### config.mk
export PLATFORM = sky130hd
export DESIGN_NAME = mips_int_ctrl
export DESIGN_NICKNAME = d
export VERILOG_FILES = /design/src/rtl/mips_int_ctrl.sv
export SDC_FILE = /design/constraint.sdc
export NUM_CORES = 1
export LEC_CHECK = 0
export CORE_UTILIZATION = 48
export CTS_CLUSTER_DIAMETER = 150
export DETAILED_ROUTE_END_ITERATION = 7
export GPL_TIMING_DRIVEN = 1
export PLACE_DENSITY = 0.86
export SYNTH_ARGS = -nofsm -noshare
export SYNTH_HDL_FRONTEND = slang
export SYNTH_SLANG_ARGS = --single-unit
### constraint.sdc
create_clock -name i_clk -period 2.8 [get_ports i_clk]
set_input_delay 0.42 -clock i_clk [delete_from_list [all_inputs] [get_ports i_clk]]
set_output_delay 0.42 -clock i_clk [all_outputs]
set_load 0.1 [all_outputs]
### src/rtl/mips_int_ctrl.sv
// -----------------------------------------------------------------------------
// mips_int_ctrl -- prioritised interrupt controller for a MIPS-style CPU.
//
// Collects N_CH interrupt request lines into a pending register (edge or level
// triggered per channel), filters them through an enable register, and raises
// a single registered request (o_int) with the winning channel number
// (o_vec_id). Channel 0 has the highest priority. The CPU acknowledges with
// i_int_ack on handler entry and signals completion with i_eoi on eret.
// Optional nesting lets a higher-priority channel preempt the one in service.
//
// Ports:
//   i_clk         clock, all state updates on the rising edge
//   i_reset       synchronous active-high reset
//   i_irq_src     raw interrupt request lines (synchronous to i_clk)
//   i_mask_wr     strobe loading i_mask_wdata into the enable register
//   i_mask_wdata  new enable value (1 = channel enabled)
//   i_int_ack     CPU acknowledge pulse on handler entry
//   i_eoi         end-of-interrupt pulse on eret
//   o_int         registered interrupt request to the CPU
//   o_vec_id      channel number of the current request
//   o_pending     pending register
//   o_in_service  in-service register
//   o_enable      enable register
// -----------------------------------------------------------------------------
module mips_int_ctrl #(
  parameter int              N_CH     = 8,
  parameter logic [N_CH-1:0] EDGE_SEL = {N_CH{1'b1}},
  parameter bit              NEST_EN  = 1'b0
) (
  input  logic                    i_clk,
  input  logic                    i_reset,
  input  logic [N_CH-1:0]         i_irq_src,
  input  logic                    i_mask_wr,
  input  logic [N_CH-1:0]         i_mask_wdata,
  input  logic                    i_int_ack,
  input  logic                    i_eoi,
  output logic                    o_int,
  output logic [$clog2(N_CH)-1:0] o_vec_id,
  output logic [N_CH-1:0]         o_pending,
  output logic [N_CH-1:0]         o_in_service,
  output logic [N_CH-1:0]         o_enable
);

  localparam int              VW   = $clog2(N_CH);
  localparam logic [N_CH-1:0] ZERO = {N_CH{1'b0}};
  localparam logic [N_CH-1:0] ONE  = {{(N_CH-1){1'b0}}, 1'b1};

  typedef enum logic [1:0] {
    S_IDLE = 2'd0,
    S_REQ  = 2'd1,
    S_SERV = 2'd2
  } state_t;

  // Index of the lowest set bit (highest priority); zero when none is set.
  function automatic logic [VW-1:0] f_lowest_idx(input logic [N_CH-1:0] v);
    logic [VW-1:0] idx;
    idx = {VW{1'b0}};
    for (int i = N_CH - 1; i >= 0; i--) begin
      if (v[i]) begin
        idx = VW'(i);
      end
    end
    return idx;
  endfunction

  state_t          r_state;
  logic            r_int;
  logic [VW-1:0]   r_vec;
  logic [N_CH-1:0] r_pending;
  logic [N_CH-1:0] r_in_service;
  logic [N_CH-1:0] r_enable;
  logic [N_CH-1:0] r_irq_q;

  state_t          w_state_nxt;
  logic            w_int_nxt;
  logic [VW-1:0]   w_vec_nxt;
  logic [N_CH-1:0] w_pend_nxt;
  logic [N_CH-1:0] w_is_nxt;
  logic [N_CH-1:0] w_ack_oh;

  // A mask write takes effect on this cycle's request decisions, so a newly
  // enabled pending channel is requested without waiting for the register.
  logic [N_CH-1:0] w_en_eff;
  logic [N_CH-1:0] w_pe;
  logic [N_CH-1:0] w_edge;
  logic            w_ack;
  logic            w_eoi;
  logic [N_CH-1:0] w_is_after;
  logic [N_CH-1:0] w_is_low;
  logic [N_CH-1:0] w_is_after_low;
  logic            w_nest_now;
  logic            w_nest_after;

  assign w_en_eff   = i_mask_wr ? i_mask_wdata : r_enable;
  assign w_pe       = r_pending & w_en_eff;
  assign w_edge     = i_irq_src & ~r_irq_q;
  // int_ack is only meaningful in REQ; when it is taken, a same-cycle eoi is dropped.
  assign w_ack      = (r_state == S_REQ) && i_int_ack;
  assign w_eoi      = i_eoi && !w_ack && (r_in_service != ZERO);
  // Clearing the lowest set bit retires the highest-priority handler.
  assign w_is_after = r_in_service & (r_in_service - ONE);
  // Isolated lowest set bit; (low - 1) masks every higher-priority channel.
  assign w_is_low       = r_in_service & (~r_in_service + ONE);
  assign w_is_after_low = w_is_after & (~w_is_after + ONE);
  assign w_nest_now     = |(w_pe & (w_is_low - ONE));
  assign w_nest_after   = |(w_pe & (w_is_after_low - ONE));

  // One-hot of the channel being acknowledged this cycle.
  always_comb begin
    w_ack_oh = ZERO;
    if (w_ack) begin
      w_ack_oh[r_vec] = 1'b1;
    end else begin
      w_ack_oh = ZERO;
    end
  end

  // In-service update: eoi and ack are mutually exclusive by construction.
  always_comb begin
    w_is_nxt = r_in_service;
    if (w_eoi) begin
      w_is_nxt = w_is_after;
    end else begin
      w_is_nxt = r_in_service | w_ack_oh;
    end
  end

  // Pending update: edge channels latch until acked (a new edge wins over the
  // ack clear); level channels follow irq_src only while not in service.
  always_comb begin
    w_pend_nxt = r_pending;
    for (int i = 0; i < N_CH; i++) begin
      if (EDGE_SEL[i]) begin
        if (w_edge[i]) begin
          w_pend_nxt[i] = 1'b1;
        end else if (w_ack_oh[i]) begin
          w_pend_nxt[i] = 1'b0;
        end else begin
          w_pend_nxt[i] = r_pending[i];
        end
      end else begin
        if (r_in_service[i] || w_ack_oh[i]) begin
          w_pend_nxt[i] = 1'b0;
        end else begin
          w_pend_nxt[i] = i_irq_src[i];
        end
      end
    end
  end

  // FSM next-state, vector latch and request output.
  always_comb begin
    w_state_nxt = r_state;
    w_vec_nxt   = r_vec;
    case (r_state)
      S_IDLE: begin
        if (w_pe != ZERO) begin
          w_state_nxt = S_REQ;
          w_vec_nxt   = f_lowest_idx(w_pe);
        end else begin
          w_state_nxt = S_IDLE;
        end
      end
      S_REQ: begin
        if (w_ack) begin
          w_state_nxt = S_SERV;
        end else if (!w_en_eff[r_vec]) begin
          // Latched channel masked away: withdraw, keep pending.
          w_state_nxt = (w_is_nxt != ZERO) ? S_SERV : S_IDLE;
        end else begin
          w_state_nxt = S_REQ;
        end
      end
      S_SERV: begin
        if (w_eoi) begin
          if (w_is_after == ZERO) begin
            if (w_pe != ZERO) begin
              w_state_nxt = S_REQ;
              w_vec_nxt   = f_lowest_idx(w_pe);
            end else begin
              w_state_nxt = S_IDLE;
            end
          end else if (NEST_EN && w_nest_after) begin
            w_state_nxt = S_REQ;
            w_vec_nxt   = f_lowest_idx(w_pe);
          end else begin
            w_state_nxt = S_SERV;
          end
        end else if (NEST_EN && w_nest_now) begin
          w_state_nxt = S_REQ;
          w_vec_nxt   = f_lowest_idx(w_pe);
        end else begin
          w_state_nxt = S_SERV;
        end
      end
      default: begin
        w_state_nxt = S_IDLE;
        w_vec_nxt   = {VW{1'b0}};
      end
    endcase
    // INT rises one cycle after REQ entry and drops as soon as REQ is left.
    w_int_nxt = (r_state == S_REQ) && (w_state_nxt == S_REQ);
  end

  // State and register bank; reset overrides every other input.
  always_ff @(posedge i_clk) begin
    if (i_reset) begin
      r_state      <= S_IDLE;
      r_int        <= 1'b0;
      r_vec        <= {VW{1'b0}};
      r_pending    <= ZERO;
      r_in_service <= ZERO;
      r_enable     <= ZERO;
      r_irq_q      <= ZERO;
    end else begin
      r_state      <= w_state_nxt;
      r_int        <= w_int_nxt;
      r_vec        <= w_vec_nxt;
      r_pending    <= w_pend_nxt;
      r_in_service <= w_is_nxt;
      r_enable     <= w_en_eff;
      r_irq_q      <= i_irq_src;
    end
  end

  assign o_int        = r_int;
  assign o_vec_id     = r_vec;
  assign o_pending    = r_pending;
  assign o_in_service = r_in_service;
  assign o_enable     = r_enable;

endmodule

======== After elaboration in Yosys (flattened, before gate mapping) ========
Index checks and enable logic that the tools add are counted.
storage, ports and cells
  register bits ........................... 38
  input bits .............................. 21
cells by class
  magnitude comparators ................... 2
  eq/ne operators ......................... 5
  reductions and logical operators ........ 20
  bitwise logic cells ..................... 6
  mux-type cells .......................... 42
  $add $sub $neg .......................... 1
operators by type and width
  operator                                                            count
  two-way mux 3 bit                                                   11
  AND 8 bit                                                           3
  two-way mux 8 bit                                                   3
  nonzero test 8 bit                                                  3
  two-way mux 1 bit                                                   19
  nonzero test 2 bit                                                  8
  two-way mux 2 bit                                                   5
  one-hot mux 3 bit (3 select lines)                                  1
  zero test 8 bit                                                     1
  NOT 8 bit                                                           1
  OR 8 bit                                                            1
  subtractor 8 x 1 -> 8 bit (second input constant)                   1
  one-hot mux 2 bit (3 select lines)                                  1
  logical AND 1 bit                                                   5
  == test 2 x 1 -> 1 bit (second input constant)                      2
  < comparator 3 x 4 -> 1 bit (second input constant)                 1
  inequality test 2 bit (second input constant)                       2
  binary-select mux 1 bit (select 3 bit)                              1
  demux 1 bit (select 3 bit)                                          1
  greater-or-equal comparator 3 x 1 -> 1 bit (second input constant)  1
  AND reduction 3 bit                                                 1
  == test 2 bit (second input constant)                               1
  zero test 2 bit                                                     1
  zero test 1 bit                                                     1
  NOT 1 bit                                                           1

======== Longest topological paths before layout ========
  depth in word-level cells ............... 14
  mapped depth ............................ 7
  mapped depth without buffers ............ 6

======== Least setup slack after synthesis ========
No wires, ideal clock.
  path type ............................... flip-flop to flip-flop
  start point ............................. register r_enable[4] (netlist: o_enable[4])
  end point ............................... register r_vec[0] (netlist: o_vec_id[0])
  stages on the path, launching flop included .. 7
  path slack .............................. 0.271 ns
  library setup time ...................... 0.121 ns
  arrival ................................. 2.408 ns
  clock period less this slack ............ 2.529 ns
  path through ............................ dfxtp_1 > mux2i_1 > nand2b_1 > a31o_2 > and2b_1 > o31ai_4 > mux2_4
on the way
  longest elaborated chain between the ends .. 11
  elaborated cells on any way between the ends .. 12
  those cells by class .................... mux (10); bitwise (1); reduce/logical (1)
ends and longest elaborated chain
  what                                    RTL line  source
  from (decl)                             71        logic [N_CH-1:0] r_enable;
  from (signal assigned)                  221       r_enable <= w_en_eff;
  two-way mux 8 bit (*)                   94        assign w_en_eff = i_mask_wr ? i_mask_wdata : r_enable;
  AND 8 bit (*)                           95        assign w_pe = r_pending & w_en_eff;
  two-way mux 3 bit (5 in series)         59        if (v[i]) begin
  two-way mux 3 bit (*)                   157       if (w_pe != ZERO) begin
  two-way mux 3 bit                       176       if (w_is_after == ZERO) begin
  two-way mux 3 bit                       175       if (w_eoi) begin
  one-hot mux 3 bit (3 select lines) (*)  155       case (r_state)
  to (signal assigned)                    210       r_vec <= {VW{1'b0}};
  to (signal assigned)                    218       r_vec <= w_vec_nxt;
  to (decl)                               68        logic [VW-1:0] r_vec;
Mark *: on every way between the ends. The rest lies on a longest branch, timed or not. The select of a mux whose other input is x is not followed.
A chain may end at the register's enable or synchronous reset.

======== Worst setup path after layout ========
  start point ............................. input port i_mask_wr
  end point ............................... register r_vec[0] (netlist: o_vec_id[0])
on the way
  longest elaborated chain between the ends .. 14
  elaborated cells on any way between the ends .. 15
  those cells by class .................... mux (13); bitwise (1); reduce/logical (1)
ends and longest elaborated chain
  what                                    RTL line  source
  from (decl)                             33        input logic i_mask_wr,
  two-way mux 8 bit (*)                   94
  AND 8 bit (*)                           95
  two-way mux 3 bit (8 in series)         59
  two-way mux 3 bit (*)                   157
  two-way mux 3 bit                       176
  two-way mux 3 bit                       175
  one-hot mux 3 bit (3 select lines) (*)  155
Marked as above.

==> reports/results.txt <==
Starting Density -> 0.505
Hold Violations, Final -> 0
core footprint -> 3690 µm²
Cell Pwr Density -> 633 nW/µm²
post-synth top area cell -> dfxtp_1
number of H-tree levels -> 2
drt initial violations -> 214
RSZ-0062 raised after global routing -> false
Gates resized, CTS repair -> 0
fmax -> 436 MHz
Mapped Nets -> 230
largest net degree at the start of global routing -> 21
Slew headroom -> 0.675
Syn. warnings -> 0
Row Count -> 22
DP HPWL -> 3.28 mm
ys async rst share -> 0
Remaining DRCs -> 0
Final Max Slew Viols -> 0
Via density -> 5.63
commonest non-fill, non-tap cell in the layout -> dfxtp_1
CP Capture Type -> register
Clk Latency, worst-skew pair -> 0.28 ns
number of post-CTS setup repair buffers -> 0
routed vias -> 1,710
WP data arrival -> 2.47 ns
fin nets -> 277
EDFF count, synth -> 0
number of global-route vias before repair -> 1,590
share of cells above drive strength 1 -> 0.203
Die H -> 64.3 µm
synthesized area per cell -> 8.92 µm²
Fin Hold WS -> 0.489 ns
per-cell routed wire length -> 14.6 µm
TritonRoute pass-1 iters -> 4
Hold-fix buffers, CTS -> 0
top cell type's share of synthesized area -> 0.408
Die W -> 64.3 µm
Tcrit/Tclk final -> 0.819
VDD IR max -> 374 µV
Leakage -> 0.995 nW
CTS tree -> done
outcome -> finished, final reports clean
CTS clock-pin slew for the worst setup and hold paths -> 0.07 ns
CP max FO -> 10
DRT antenna net count -> 0
Post-Route WL -> 4.44 mm
GRT Total Usage -> 0.233
die area -> 4140 µm²
GR Overflow Total -> 0
type of origin of the critical path -> primary input
Netlist cell types -> 53
final clock skew -> 0.00205 ns
Hold Crit Class -> register to register
worst-margin pin slew -> 0.483 ns
Layout area overhead -> 28.9%
Root Driver -> clkbuf_8
Yosys reg bits -> 38
top cells by area, synth -> dfxtp_1 (41%), nor2b_1 (7.0%), nor2_1 (5.2%)
Port Buffers -> 48
final worst path period need -> 2.29 ns
most frequent cells in the layout -> dfxtp_1 (38), buf_4 (31), nor2_1 (26), nor2b_1 (21), clkdlybuf4s50_1 (20)
Worst EP required -> 2.98 ns
critical path type -> primary input to register
ys flop type -> dfxtp_1
Final Wtd Congestion -> 0.932
number of diodes -> 0
initial antenna violation count -> 0
Post-Syn Area -> 1860 µm²
Max Cap Viol -> 0
synthesized instance count -> 209
Num CTS Buffers -> 5
Sum Neg Setup Slack -> 0 ns
final setup fails -> 0
Sink Count -> 38
Max clock buf depth -> 2
# IOs -> 49
Seq/Total Area, Yosys -> 0.408
wire length of the first global-routing pass -> 7.50 mm
[per-layer routing]
metal,part of all wire,global-route usage,vias to the layer above
met5,0,0,-
met1,0.46,0.308,788
li1,-,-,845
met2,0.46,0.368,63
met3,0.054,0.0536,14
met4,0.022,0.0861,0
[critical path, stage by stage]
cell             delay, ns
clkdlybuf4s50_1       0.45
buf_4                 0.19
mux2_2                0.38
a22oi_1               0.24
a31o_2                0.20
and2b_1               0.18
o31ai_4               0.09
mux2_4                0.32
[cells by family after synthesis]
kind of cell / count (synthesis) / share of synthesized area
compound gates: 41 / 0.167
mux: 14 / 0.0846
buf+inv: 12 / 0.0383
fa+ha+maj: 1 / 0.00604
flops: 38 / 0.408
simple gates: 103 / 0.296
[sequential cells by signal (all words and copies together), names as in the netlist]
register and flops:
o_int 1, o_vec_id 3, r_state 2, o_in_service 8, o_enable 8, o_pending 8, r_irq_q 8
[metrics by stage]
step	worst slack (ns)	std cells	utilization	power (mW)	instance area (µm²)
floorplan	0.271	209	-	0.957	1860
global placement	0.263	297	0.621	1.05	2290
detailed placement	0.226	297	0.621	1.06	2290
CTS	0.511	304	0.651	1.52	2400
global route	0.406	304	0.651	1.58	2400
finish	0.507	304	0.651	1.52	2400
[cell usage after synthesis (2+ instances only)]
library cell	n
o21ai_0	2
a22oi_1	4
and2_1	2
or4_1	2
a31oi_1	2
mux2_4	2
nor2b_1	21
dfxtp_1	38
a21oi_1	11
mux2i_1	6
nor2_1	26
o31ai_1	2
nand3_1	5
mux2_2	5
clkbuf_1	7
nand4_1	6
nand2_1	15
nand2b_1	7
nand3b_1	3
nor3_1	6
buf_6	3
o211ai_1	3
[power by group]
group          switching (mW)  internal [mW]  leakage, nW
logic                   0.285          0.142        0.625
clock network           0.181          0.285       0.0573
registers              0.0511          0.575        0.313
total                   0.518           1.00        0.995
[worst paths after layout]
| check | from | to | slack (ns) | cells after the start |
|---|---|---|---|---|
| setup reg to reg | o_in_service[2]$_SDFF_PP0_ | o_vec_id[0]$_SDFFE_PP0P_ | 0.63 | 6 |
| hold / removal | r_irq_q[0]$_SDFF_PP0_ | o_pending[0]$_SDFFE_PP0P_ | 0.49 | 2 |
| setup / recovery | i_mask_wr | o_vec_id[0]$_SDFFE_PP0P_ | 0.51 | 8 |
| hold reg to reg | r_irq_q[0]$_SDFF_PP0_ | o_pending[0]$_SDFFE_PP0P_ | 0.49 | 2 |
[area by class of cell]
type | instances | area, µm²
timing repair buffer | 51 | 433
tap | 48 | 60.1
multi-input combinational | 159 | 1030
fill | 316 | 1290
clock buffer | 6 | 82.6
sequential | 38 | 761
inverter | 1 | 3.75
clock inverter | 1 | 30.0
Note: power is estimated with default switching activity, not from simulation.
